$ cat config.mk
export PLATFORM = sky130hd
export DESIGN_NAME = cdr_shift_controller
export DESIGN_NICKNAME = d
export VERILOG_FILES = /design/src/rtl/cdr_pkg.sv /design/src/rtl/alexander_pd.sv /design/src/rtl/cdr_shift_controller.sv
export SDC_FILE = /design/constraint.sdc
export NUM_CORES = 1
export LEC_CHECK = 0
export ABC_AREA = 1
export BUFFER_PORTS_ARGS = -buffer_cell sky130_fd_sc_hd__buf_2
export CORE_UTILIZATION = 53
export DETAILED_ROUTE_END_ITERATION = 16
export PLACE_DENSITY = 0.72
export SETUP_SLACK_MARGIN = 0.4
export SLEW_MARGIN = 20
export SYNTH_ARGS = -nofsm -noshare
export SYNTH_HDL_FRONTEND = slang
export SYNTH_HIERARCHICAL = 1
export SYNTH_SLANG_ARGS = --single-unit
$ cat constraint.sdc
create_clock -name clk -period 2.7 [get_ports clk]
set_input_delay 0.135 -clock clk [delete_from_list [all_inputs] [get_ports clk]]
set_output_delay 0.135 -clock clk [all_outputs]
set_load 0.005 [all_outputs]
$ cat src/rtl/cdr_pkg.sv
// cdr_pkg: shared types and constants for the CDR shift controller and delay-line controller
package cdr_pkg;
  localparam int TAP_W = 4;
  typedef enum logic {TRACK, HOLD} state_e;
  typedef enum logic [1:0] {NONE = 2'b00, EARLY = 2'b01, LATE = 2'b10} vote_e;
endpackage

$ cat src/rtl/alexander_pd.sv
// alexander_pd: bang-bang phase detector producing a registered early/late vote
module alexander_pd
  import cdr_pkg::*;
(
  input  logic  clk,
  input  logic  rst,
  input  logic  en,
  input  logic  d_smp,
  input  logic  x_smp,
  output vote_e vote
);
  logic  d_prev_q, d_prev_d;
  vote_e vote_q, vote_d;
  always_comb begin
    vote_d   = (!en || d_prev_q == d_smp) ? NONE : (x_smp == d_smp) ? LATE : EARLY;
    d_prev_d = en ? d_smp : d_prev_q;
  end
  always_ff @(posedge clk) begin
    if (!rst) begin
      d_prev_q <= 1'b0;
      vote_q   <= NONE;
    end else begin
      d_prev_q <= d_prev_d;
      vote_q   <= vote_d;
    end
  end
  assign vote = vote_q;
endmodule

$ cat src/rtl/cdr_shift_controller.sv
// cdr_shift_controller: filters phase votes into sr/sl shift pulses, mirrors tap, reports lock
module cdr_shift_controller
  import cdr_pkg::*;
#(
  parameter int THRESH   = 8,
  parameter int HOLDOFF  = 16,
  parameter int LOCK_CNT = 64
) (
  input  logic             clk,
  input  logic             rst,
  input  logic             en,
  input  logic             d_smp,
  input  logic             x_smp,
  output logic             sr,
  output logic             sl,
  output logic [TAP_W-1:0] tap,
  output logic             locked
);
  localparam int AW = $clog2(THRESH) + 2;
  localparam int HW = (HOLDOFF > 1) ? $clog2(HOLDOFF) : 1;
  localparam int LW = $clog2(LOCK_CNT + 1);
  vote_e                 vote;
  state_e                state_q, state_d;
  logic signed [AW-1:0]  acc_q, acc_d, step, sum;
  logic [HW-1:0]         hold_q, hold_d;
  logic [LW-1:0]         lock_q, lock_d;
  logic [TAP_W-1:0]      tap_q, tap_d;
  logic                  sr_q, sr_d, sl_q, sl_d, locked_q, locked_d, shift;
  alexander_pd u_pd (
    .clk   (clk),
    .rst   (rst),
    .en    (en),
    .d_smp (d_smp),
    .x_smp (x_smp),
    .vote  (vote)
  );
  always_comb begin
    step     = (vote == LATE) ? AW'(1) : (vote == EARLY) ? {AW{1'b1}} : '0;
    sum      = acc_q + step;
    sl_d     = (state_q == TRACK) && (sum == AW'(THRESH));
    sr_d     = (state_q == TRACK) && (sum == -AW'(THRESH));
    shift    = sl_d | sr_d;
    state_d  = (state_q == TRACK) ? (shift ? HOLD : TRACK) : ((hold_q == '0) ? TRACK : HOLD);
    acc_d    = (state_q == HOLD || shift) ? '0 : sum;
    hold_d   = shift ? HW'(HOLDOFF - 1) : (state_q == HOLD && hold_q != '0) ? hold_q - 1'b1 : hold_q;
    tap_d    = tap_q + (sl_d ? TAP_W'(1) : sr_d ? {TAP_W{1'b1}} : '0);
    // votes seen while holding off are discarded and do not count toward lock
    lock_d   = shift ? '0 : (state_q == TRACK && vote != NONE && lock_q != LW'(LOCK_CNT)) ? lock_q + 1'b1 : lock_q;
    locked_d = (lock_d == LW'(LOCK_CNT));
  end
  always_ff @(posedge clk) begin
    if (!rst) begin
      state_q  <= TRACK;
      acc_q    <= '0;
      hold_q   <= '0;
      lock_q   <= '0;
      tap_q    <= '0;
      sr_q     <= 1'b0;
      sl_q     <= 1'b0;
      locked_q <= 1'b0;
    end else begin
      state_q  <= state_d;
      acc_q    <= acc_d;
      hold_q   <= hold_d;
      lock_q   <= lock_d;
      tap_q    <= tap_d;
      sr_q     <= sr_d;
      sl_q     <= sl_d;
      locked_q <= locked_d;
    end
  end
  assign sr     = sr_q;
  assign sl     = sl_q;
  assign tap    = tap_q;
  assign locked = locked_q;
endmodule
==> results of run 1 <==
## repair_timing
action	in CTS	in global routing
endpoints found under the setup margin	3	4
hold buffers	1	0
pin swaps	9	1
endpoints found under the hold margin	1	0
resized for setup	6	3
setup buffers	9	0
## through the flow
| step | total power [uW] | instance area [um^2] | utilization, % | hold WS, ns | std cells |
|---|---|---|---|---|---|
| finish | 808.3 | 1887 | 67.84 | 0.07774 | 283 |
| global route | 861.4 | 1887 | 67.84 | 0.06326 | 283 |
| CTS | 812.0 | 1878 | 67.52 | 0.07475 | 283 |
| detailed placement | 607.6 | 1757 | 63.16 | 0.3462 | 269 |
| global placement | 606.1 | 1757 | 63.16 | 0.3428 | 269 |
| floorplan | 571.6 | 1678 | - | 0.2285 | 228 |
## layout by cell type, fill, tap and decap left out, drive strengths merged, types with 4 or more instances in the layout
| cell | synthesis | layout |
|---|---|---|
| dfxtp | 27 | 27 |
| ha | 11 | 11 |
| nand4 | 5 | 5 |
| a21oi | 8 | 8 |
| inv | 42 | 42 |
| xor2 | 7 | 7 |
| buf | 2 | 21 |
| o21ai | 4 | 4 |
| nand3 | 18 | 18 |
| nand2 | 59 | 59 |
| nor2 | 32 | 32 |
## layer usage
layer / global-route usage (%) / vias up / routed length (um)
met3: 3.456 / 0 / 105
met2: 36.81 / 21 / 1369
met5: 0 / - / 0
met4: 4.878 / 0 / 0
li1: - / 753 / -
met1: 27.21 / 606 / 1474
## flip-flops by register name, summed over array words and instances, names as in the netlist
name           flops
sl                 1
u_pd/d_prev_q      1
sr                 1
locked             1
hold_q             4
tap                4
state_q            1
acc_q              5
lock_q             7
u_pd/vote          2
## where the power goes
part | internal (uW) | leakage, uW | switching, uW | total, uW
Combinational | 85.3 | 0.000679 | 102 | 187
Clock | 56.6 | 0.0000139 | 122 | 179
Sequential | 421 | 0.000220 | 21.1 | 443
Total | 563 | 0.000913 | 245 | 808
## area by class of cell
type / instances / share of cell area, %
flip-flops and latches: 27 / 28.91
well taps: 31 / 2.056
repair buffers: 22 / 7.427
inverters: 43 / 8.687
clock inverters: 1 / 0.3979
multi-input cells: 156 / 51.33
clock buffers: 3 / 1.194
## cells by family (layout without fill, tap and decap cells)
kind of cell / count (synthesis) / in the layout / synth area share, %
and+or+nand+nor: 119 / 119 / 33.10
buffers and inverters: 45 / 69 / 11.64
DFF: 27 / 27 / 34.20
AOI/OAI and AO/OA: 15 / 15 / 5.542
adders and majority gates: 12 / 12 / 9.976
xor gates and xnor gates: 10 / 10 / 5.543
## tightest hold or removal path: cells and delay by family
kind          cells  cell delay, ns
simple gates      1            0.07
buf+inv           2            0.18
## worst max-delay path by stage
stage | start | endpoint | slack, ns | cells after the start
6_report | u_pd/vote[1] | tap[3] | 0.21 | 19
5_1_grt | u_pd/vote[1] | tap[3] | 0.04 | 22
4_1_cts | u_pd/vote[0] | tap[3] | 0.23 | 19
3_5_place_dp | u_pd/vote[0] | tap[3] | 0.15 | 20
3_3_place_gp | u_pd/vote[0] | tap[3] | 0.19 | 20
2_1_floorplan | u_pd/vote[0] | tap[3] | 0.30 | 19
==> flow_summary.yaml, run 1 <==
timing:
  relSlewSlack_pct: 71.47
  setup_viol: 0
  fmax_mhz: 402.0
  rsz0062_at_grt: "true"
  slew_violations: 0
  hold_viol: 0
  worst_slack_ns: 0.2122
  skew_ns: 0.006899
  worstMarginPinSlew_ns: 0.4263
  period_needed_ns: 2.488
  finalCritPeriodShare_pct: 92.14
  finalSetupTns_ns: 0
layout:
  insertedDiodeCount: 0
  final.fill_count: 246
  layout-drive-gt1-share_pct: 25.40
  multi_input_area_um2: 968.4
  regArea_um2: 545.5
  layout.nets: 270
  syn2layout_area_growth_pct: 19.40
min_path:
  hold_start: "rst"
  hold-path-endpoint: "tap[0]"
  hold_depth: 3
  hold_class: "in -> reg"
critical_path:
  max_stage_delay_ns: 0.37
  rr_worst_depth: 19
  end_kind: "flip-flop"
  crit_family: "simple AND/OR/NAND/NOR gates"
  worst-setup-path-type: "reg -> reg"
  r2r_setup_slack_ns: 0.21
  r2r-start: "u_pd/vote[1]"
  crit_path_start_kind: "flip-flop"
  r2r-end: "tap[3]"
  crit_slowest_cell: "dfxtp_2"
  crit_chain: "inv_4 > ha_4 > ha_4 > ha_4 > inv_2 > nand2_2 > nand3_1 > nand3_1 > nand2_2 > inv_2 > nor2_4 > ha_4 > a21oi_2 > nand2_1 > xnor2_1 > inv_1 > nand4_1 > nand2_1 > nor2_1"
  arrival_ns: 2.73
  cpMostUsedCell: "ha_4"
  path_max_fanout: 4
  cp.required_ns: 2.94
  crit_buf_inv: 4
floorplan:
  initial_core_util_pct: 56.82
  dieArea_um2: 3204
  fp.dieH_um: 56.61
  rows: 19
  core_um2: 2781
  die_w_um: 56.61
  ios: 12
yosys:
  ys_types: 26
  yosysMostFrequentCell: "nand2_1"
  synth_common_cells: "55 x nand2_1, 38 x inv_1, 29 x nor2_1"
  synth_warnings: 6
  synth_edf_count: 0
  ys_ff_latch: 27
  syn_area_um2: 1580
  yosys.area.top_type: "dfxtp_1"
  ys_dominant_reg_cell: "dfxtp_1"
  synth.avg_cell_area_um2: 6.931
  syn_nets: 245
  seq_area_frac_synth_pct: 34.20
  yosys-top-cells-area: "dfxtp_1 34%, nand2_1 13%, inv_1 9.0%"
  synth-async-reset-ratio_pct: 0
  yosysTopAreaCellShare_pct: 34.20
  syn_inst: 228
route:
  vias: 1380
  drtPass1Iterations: 4
  routedWlPerCell_um: 10.42
  drtAntennaViolNets: 0
  drc: 0
  viasPerCell: 4.876
  drt-total-wl_um: 2949
  drt_iter0_markers: 51
placement:
  io_buffers: 11
  dp_hpwl_um: 2241
  pre_cts_slack_ns: 0.1453
  gp_congestion: 0.7712
global_routing:
  grt_start_max_net_pins: 17
  grt_usage_pct: 21.13
  grt_pass1_vias: 1386
  grt_overflow: 0
  antenna_found_initial: 0
  grt_pass1_wl_um: 5485
clock_network:
  cts_tree: "yes"
  cts_buffers: 3
  clockBufferDepth: 2
  path_clk_slew_ns: 0.15
  ctsHtreeMaxLevel: 1
  clk_latency_ns: 0.33
  root_buffer: "clkbuf_4"
  cts.sinks: 27
run:
  maxCapViolCount: 0
power:
  powerDensity_nw_per_um2: 428.4
  ir_worst_vdd_mv: 0.4566
  leakagePower_uw: 0.0009134
outcome:
  status: "completed"
Note: power is estimated with default switching activity, not from simulation.
==> run 2: changes to the inputs <==
--- a/config.mk
+++ b/config.mk
@@ -9,6 +9,7 @@
 export BUFFER_PORTS_ARGS = -buffer_cell sky130_fd_sc_hd__buf_2
 export CORE_UTILIZATION = 53
 export DETAILED_ROUTE_END_ITERATION = 16
+export MAX_ROUTING_LAYER = met4
 export PLACE_DENSITY = 0.72
 export SETUP_SLACK_MARGIN = 0.4
 export SLEW_MARGIN = 20
==> run 2 against run 1 <==
  * Critical path depth is 1 higher
  * Sequential share of layout area is the same
  * Die area unchanged
  * Final cell count stayed put
  * Sequential cell count did not move
  * Critical endpoint unchanged
  * Largest power group unchanged
  * Clock skew rose by 0.0024 ns
==> flow_summary.yaml, run 2 (synthesis results as in run 1) <==
floorplan:
  rows: 19
  die_w_um: 56.61
  initial_core_util_pct: 56.82
  core_um2: 2781
  fp.dieH_um: 56.61
  dieArea_um2: 3204
  ios: 12
clock_network:
  clk_latency_ns: 0.33
  cts.sinks: 27
  cts_buffers: 3
  path_clk_slew_ns: 0.16
  cts_tree: "yes"
  ctsHtreeMaxLevel: 1
  root_buffer: "clkbuf_4"
  clockBufferDepth: 2
power:
  leakagePower_uw: 0.0009134
  powerDensity_nw_per_um2: 429.5
  ir_worst_vdd_mv: 0.4607
route:
  drtAntennaViolNets: 0
  drtPass1Iterations: 5
  vias: 1384
  viasPerCell: 4.890
  drc: 0
  routedWlPerCell_um: 10.52
  drt-total-wl_um: 2977
  drt_iter0_markers: 58
global_routing:
  grt_start_max_net_pins: 17
  grt_usage_pct: 21.82
  grt_pass1_vias: 1382
  antenna_found_initial: 0
  grt_overflow: 0
  grt_pass1_wl_um: 5506
critical_path:
  crit_family: "simple AND/OR/NAND/NOR gates"
  crit_slowest_cell: "dfxtp_4"
  arrival_ns: 2.73
  end_kind: "flip-flop"
  r2r-end: "tap[3]"
  r2r_setup_slack_ns: 0.21
  rr_worst_depth: 20
  crit_buf_inv: 4
  worst-setup-path-type: "reg -> reg"
  cp.required_ns: 2.94
  crit_path_start_kind: "flip-flop"
  max_stage_delay_ns: 0.39
  crit_chain: "inv_2 > ha_4 > ha_4 > ha_4 > inv_2 > nand2_2 > nand3_1 > nand2_1 > nand2_1 > nand2_2 > inv_2 > nor2_4 > ha_4 > a21oi_2 > nand2_1 > xnor2_1 > inv_1 > nand4_1 > nand2_1 > nor2_1"
  path_max_fanout: 4
  r2r-start: "u_pd/vote[0]"
layout:
  layout_common_cells: "49 x nand2_1, 33 x inv_1, 27 x nor2_1, 25 x dfxtp_1, 16 x nand3_1"
  layout.nets: 270
  largest_register_ffs: 7
  layout-drive-gt1-share_pct: 25.40
  syn2layout_area_growth_pct: 19.40
  final_area_um2: 1887
  final_common_cell: "nand2_1"
  regMostFlops: "lock_q"
  top_regs: "lock_q: 7 flops, acc_q: 5 flops"
  insertedDiodeCount: 0
timing:
  finalCritPeriodShare_pct: 92.19
  period_needed_ns: 2.489
  relSlewSlack_pct: 72.12
  slew_violations: 0
  setup_viol: 0
  hold_viol: 0
  finalSetupTns_ns: 0
  worstMarginPinSlew_ns: 0.4166
  fmax_mhz: 401.7
  skew_ns: 0.009252
  rsz0062_at_grt: "true"
outcome:
  status: "completed"
placement:
  io_buffers: 11
  gp_congestion: 0.7816
  placed_area_um2: 1757
  dp_hpwl_um: 2241
min_path:
  hold_depth: 3
  hold_class: "in -> reg"
  hold_start: "rst"
  hold-path-endpoint: "tap[0]"
run:
  maxCapViolCount: 0
-- run 2: cell counts in the layout (fill, tap and decap cells not counted) --
No cell type changed its count.
-- run 2: through the flow --
step	std cells	worst slack (ns)	power (uW)	utilization (%)	hold slack, ns
2_1_floorplan	228	0.2960	571.6	-	0.2285
3_3_place_gp	269	0.1922	606.1	63.16	0.3428
3_5_place_dp	269	0.1453	607.6	63.16	0.3462
4_1_cts	283	0.2303	812.0	67.52	0.07475
5_1_grt	283	0.03779	861.5	67.84	0.06248
6_report	283	0.2108	810.4	67.84	0.07397
-- run 2: power by group --
part	switching (uW)	internal, uW	total, uW	leakage, uW
registers	21.2	421	443	0.000220
clock network	124	56.6	180	0.0000139
logic	102	85.3	187	0.000679
-- run 2: layer usage --
metal	routed length [um]	vias to the layer above	GRT usage [%]	share of wire, %
met1	1511	606	27.64	51
met4	0	0	4.878	0
met3	92	0	3.226	3.1
met2	1373	25	36.81	46
met5	0	-	-	0
li1	-	753	-	-
-- run 2: worst max-delay path by stage --
stage | to | startpoint | slack, ns | cells past startpoint
floorplan | tap[3] | u_pd/vote[0] | 0.30 | 19
global placement | tap[3] | u_pd/vote[0] | 0.19 | 20
detailed placement | tap[3] | u_pd/vote[0] | 0.15 | 20
CTS | tap[3] | u_pd/vote[0] | 0.23 | 19
global route | tap[3] | u_pd/vote[1] | 0.04 | 22
finish | tap[3] | u_pd/vote[0] | 0.21 | 20
-- run 2: tightest hold or removal path: cells and delay by family --
kind	cells	cell delay, ns
buf+inv	2	0.18
simple gates	1	0.07
-- run 2: what timing repair did --
item | CTS | global route
resized for setup | 6 | 3
pin swaps | 9 | 1
gates cloned | 0 | 0
setup endpoints to repair | 3 | 4
setup buffers | 9 | 0
endpoints found under the hold margin | 1 | 0
hold buffers | 1 | 0
-- run 2: final cells by class --
class,count,area [um^2]
fillers,246,894.6
flip-flops and latches,27,545.5
clock inverters,1,7.507
well taps,31,38.79
repair buffers,22,140.1
clock buffers,3,22.52
multi-input cells,156,968.4
inverters,43,163.9
==> run 3: changes to the inputs <==
--- a/config.mk
+++ b/config.mk
@@ -11,6 +11,7 @@
 export DETAILED_ROUTE_END_ITERATION = 16
 export MAX_ROUTING_LAYER = met4
 export PLACE_DENSITY = 0.72
+export RECOVER_POWER = 25
 export SETUP_SLACK_MARGIN = 0.4
 export SLEW_MARGIN = 20
 export SYNTH_ARGS = -nofsm -noshare
==> run 3 against run 2 <==
  * Non-clock buffer count unchanged
  * Final cell count unchanged
  * Sequential share of layout area increased by 0.13 points
  * Largest power group unchanged
  * Final area decreased by 0.46%
  * Sequential power about the same
==> flow_summary.yaml, run 3 (synthesis results as in run 1) <==
layout:
  layout_common_cells: "49 x nand2_1, 33 x inv_1, 27 x nor2_1, 25 x dfxtp_1, 17 x nand3_1"
  final_area_um2: 1878
  layout.nets: 270
  regMostFlops: "lock_q"
  top_regs: "lock_q: 7 flops, acc_q: 5 flops"
  largest_register_ffs: 7
  insertedDiodeCount: 0
  syn2layout_area_growth_pct: 18.84
  stdcell_count: 283
  final_common_cell: "nand2_1"
  layout-drive-gt1-share_pct: 23.81
  final.fill_count: 247
timing:
  finalCritPeriodShare_pct: 91.91
  period_needed_ns: 2.482
  relSlewSlack_pct: 71.33
  skew_ns: 0.008776
  worst_slack_ns: 0.2185
  slew_violations: 0
  setup_viol: 0
  hold_viol: 0
  rsz0062_at_grt: "true"
  finalSetupTns_ns: 0
  fmax_mhz: 403.0
  worstMarginPinSlew_ns: 0.4285
global_routing:
  grt_pass1_vias: 1382
  grt_pass1_wl_um: 5506
  grt_overflow: 0
  grt_start_max_net_pins: 17
  antenna_found_initial: 0
  grt_usage_pct: 21.82
min_path:
  hold_depth: 3
  hold-path-endpoint: "tap[0]"
  hold_class: "in -> reg"
  hold_start: "rst"
clock_network:
  ctsHtreeMaxLevel: 1
  cts_buffers: 3
  path_clk_slew_ns: 0.15
  cts.sinks: 27
  cts_tree: "yes"
  clk_latency_ns: 0.33
  clockBufferDepth: 2
  root_buffer: "clkbuf_4"
floorplan:
  rows: 19
  fp.dieH_um: 56.61
  ios: 12
  die_w_um: 56.61
  dieArea_um2: 3204
  core_um2: 2781
  initial_core_util_pct: 56.82
critical_path:
  r2r_setup_slack_ns: 0.22
  r2r-start: "u_pd/vote[0]"
  crit_chain: "inv_2 > ha_4 > ha_4 > ha_4 > inv_2 > nand2_2 > nand3_1 > nand2_1 > nand2_1 > nand2_2 > inv_2 > nor2_4 > ha_4 > a21oi_2 > nand2_1 > xnor2_1 > inv_1 > nand4_1 > nand2_1 > nor2_1"
  r2r-end: "tap[3]"
  crit_family: "simple AND/OR/NAND/NOR gates"
  end_kind: "flip-flop"
  rr_worst_depth: 20
  crit_path_start_kind: "flip-flop"
  arrival_ns: 2.72
  path_max_fanout: 4
  worst-setup-path-type: "reg -> reg"
  crit_buf_inv: 4
  cp.required_ns: 2.94
  crit_slowest_cell: "dfxtp_4"
  max_stage_delay_ns: 0.39
power:
  p_total_uw: 809.2
  powerDensity_nw_per_um2: 430.9
  ir_worst_vdd_mv: 0.4594
  leakagePower_uw: 0.0009007
route:
  drtPass1Iterations: 4
  drtAntennaViolNets: 0
  viasPerCell: 4.876
  drc: 0
  drt-total-wl_um: 2980
  routedWlPerCell_um: 10.53
  drt_iter0_markers: 54
  vias: 1380
placement:
  placed_area_um2: 1757
  gp_congestion: 0.7816
  dp_hpwl_um: 2241
  io_buffers: 11
  pre_cts_slack_ns: 0.1453
  dp.cells: 269
outcome:
  status: "completed"
run:
  maxCapViolCount: 0
## run 3: layout make-up
class                   instances  area [um^2]  share of cell area [%]
flip-flops and latches         27        545.5                   29.05
repair buffers                 22        136.4                   7.262
well taps                      31        38.79                   2.065
clock inverters                 1        7.507                  0.3997
inverters                      43        163.9                   8.728
clock buffers                   3        22.52                   1.199
multi-input cells             156        963.4                   51.30
## run 3: how the worst max path moves through the flow
stage / startpoint / end / slack (ns) / cells past startpoint
floorplan: u_pd/vote[0] / tap[3] / 0.30 / 19
global placement: u_pd/vote[0] / tap[3] / 0.19 / 20
detailed placement: u_pd/vote[0] / tap[3] / 0.15 / 20
CTS: u_pd/vote[0] / tap[3] / 0.23 / 19
global route: u_pd/vote[1] / tap[3] / 0.04 / 22
finish: u_pd/vote[0] / tap[3] / 0.22 / 20
## run 3: worst min-delay path, cell delays in order
cell and delay (ns):
buf_2 0.15, nand2_1 0.07, inv_1 0.03
## run 3: timing repair
item	4_1_cts	5_1_grt
hold endpoints to repair	1	0
gates cloned	0	0
resized for setup	6	3
setup endpoints to repair	3	4
pin swaps	9	1
buffers inserted	9	0
hold buffers	1	0
## run 3: stage by stage
step | utilization [%] | hold WS [ns]
finish | 67.52 | 0.07561
global route | 67.52 | 0.06248
CTS | 67.52 | 0.07475
detailed placement | 63.16 | 0.3462
global placement | 63.16 | 0.3428
floorplan | - | 0.2285
## run 3: per-layer routing
| layer | wire (um) | track usage (%) |
|---|---|---|
| met1 | 1496 | 27.64 |
| met2 | 1382 | 36.81 |
| met3 | 101 | 3.226 |
| met4 | 0 | 4.878 |
| met5 | 0 | - |
## run 3: power by group
| group | internal, uW | leakage, uW | switching, uW |
|---|---|---|---|
| registers | 421 | 0.000220 | 21.3 |
| logic | 84.8 | 0.000666 | 102 |
| clock network | 56.6 | 0.0000139 | 123 |
| total | 563 | 0.000901 | 246 |
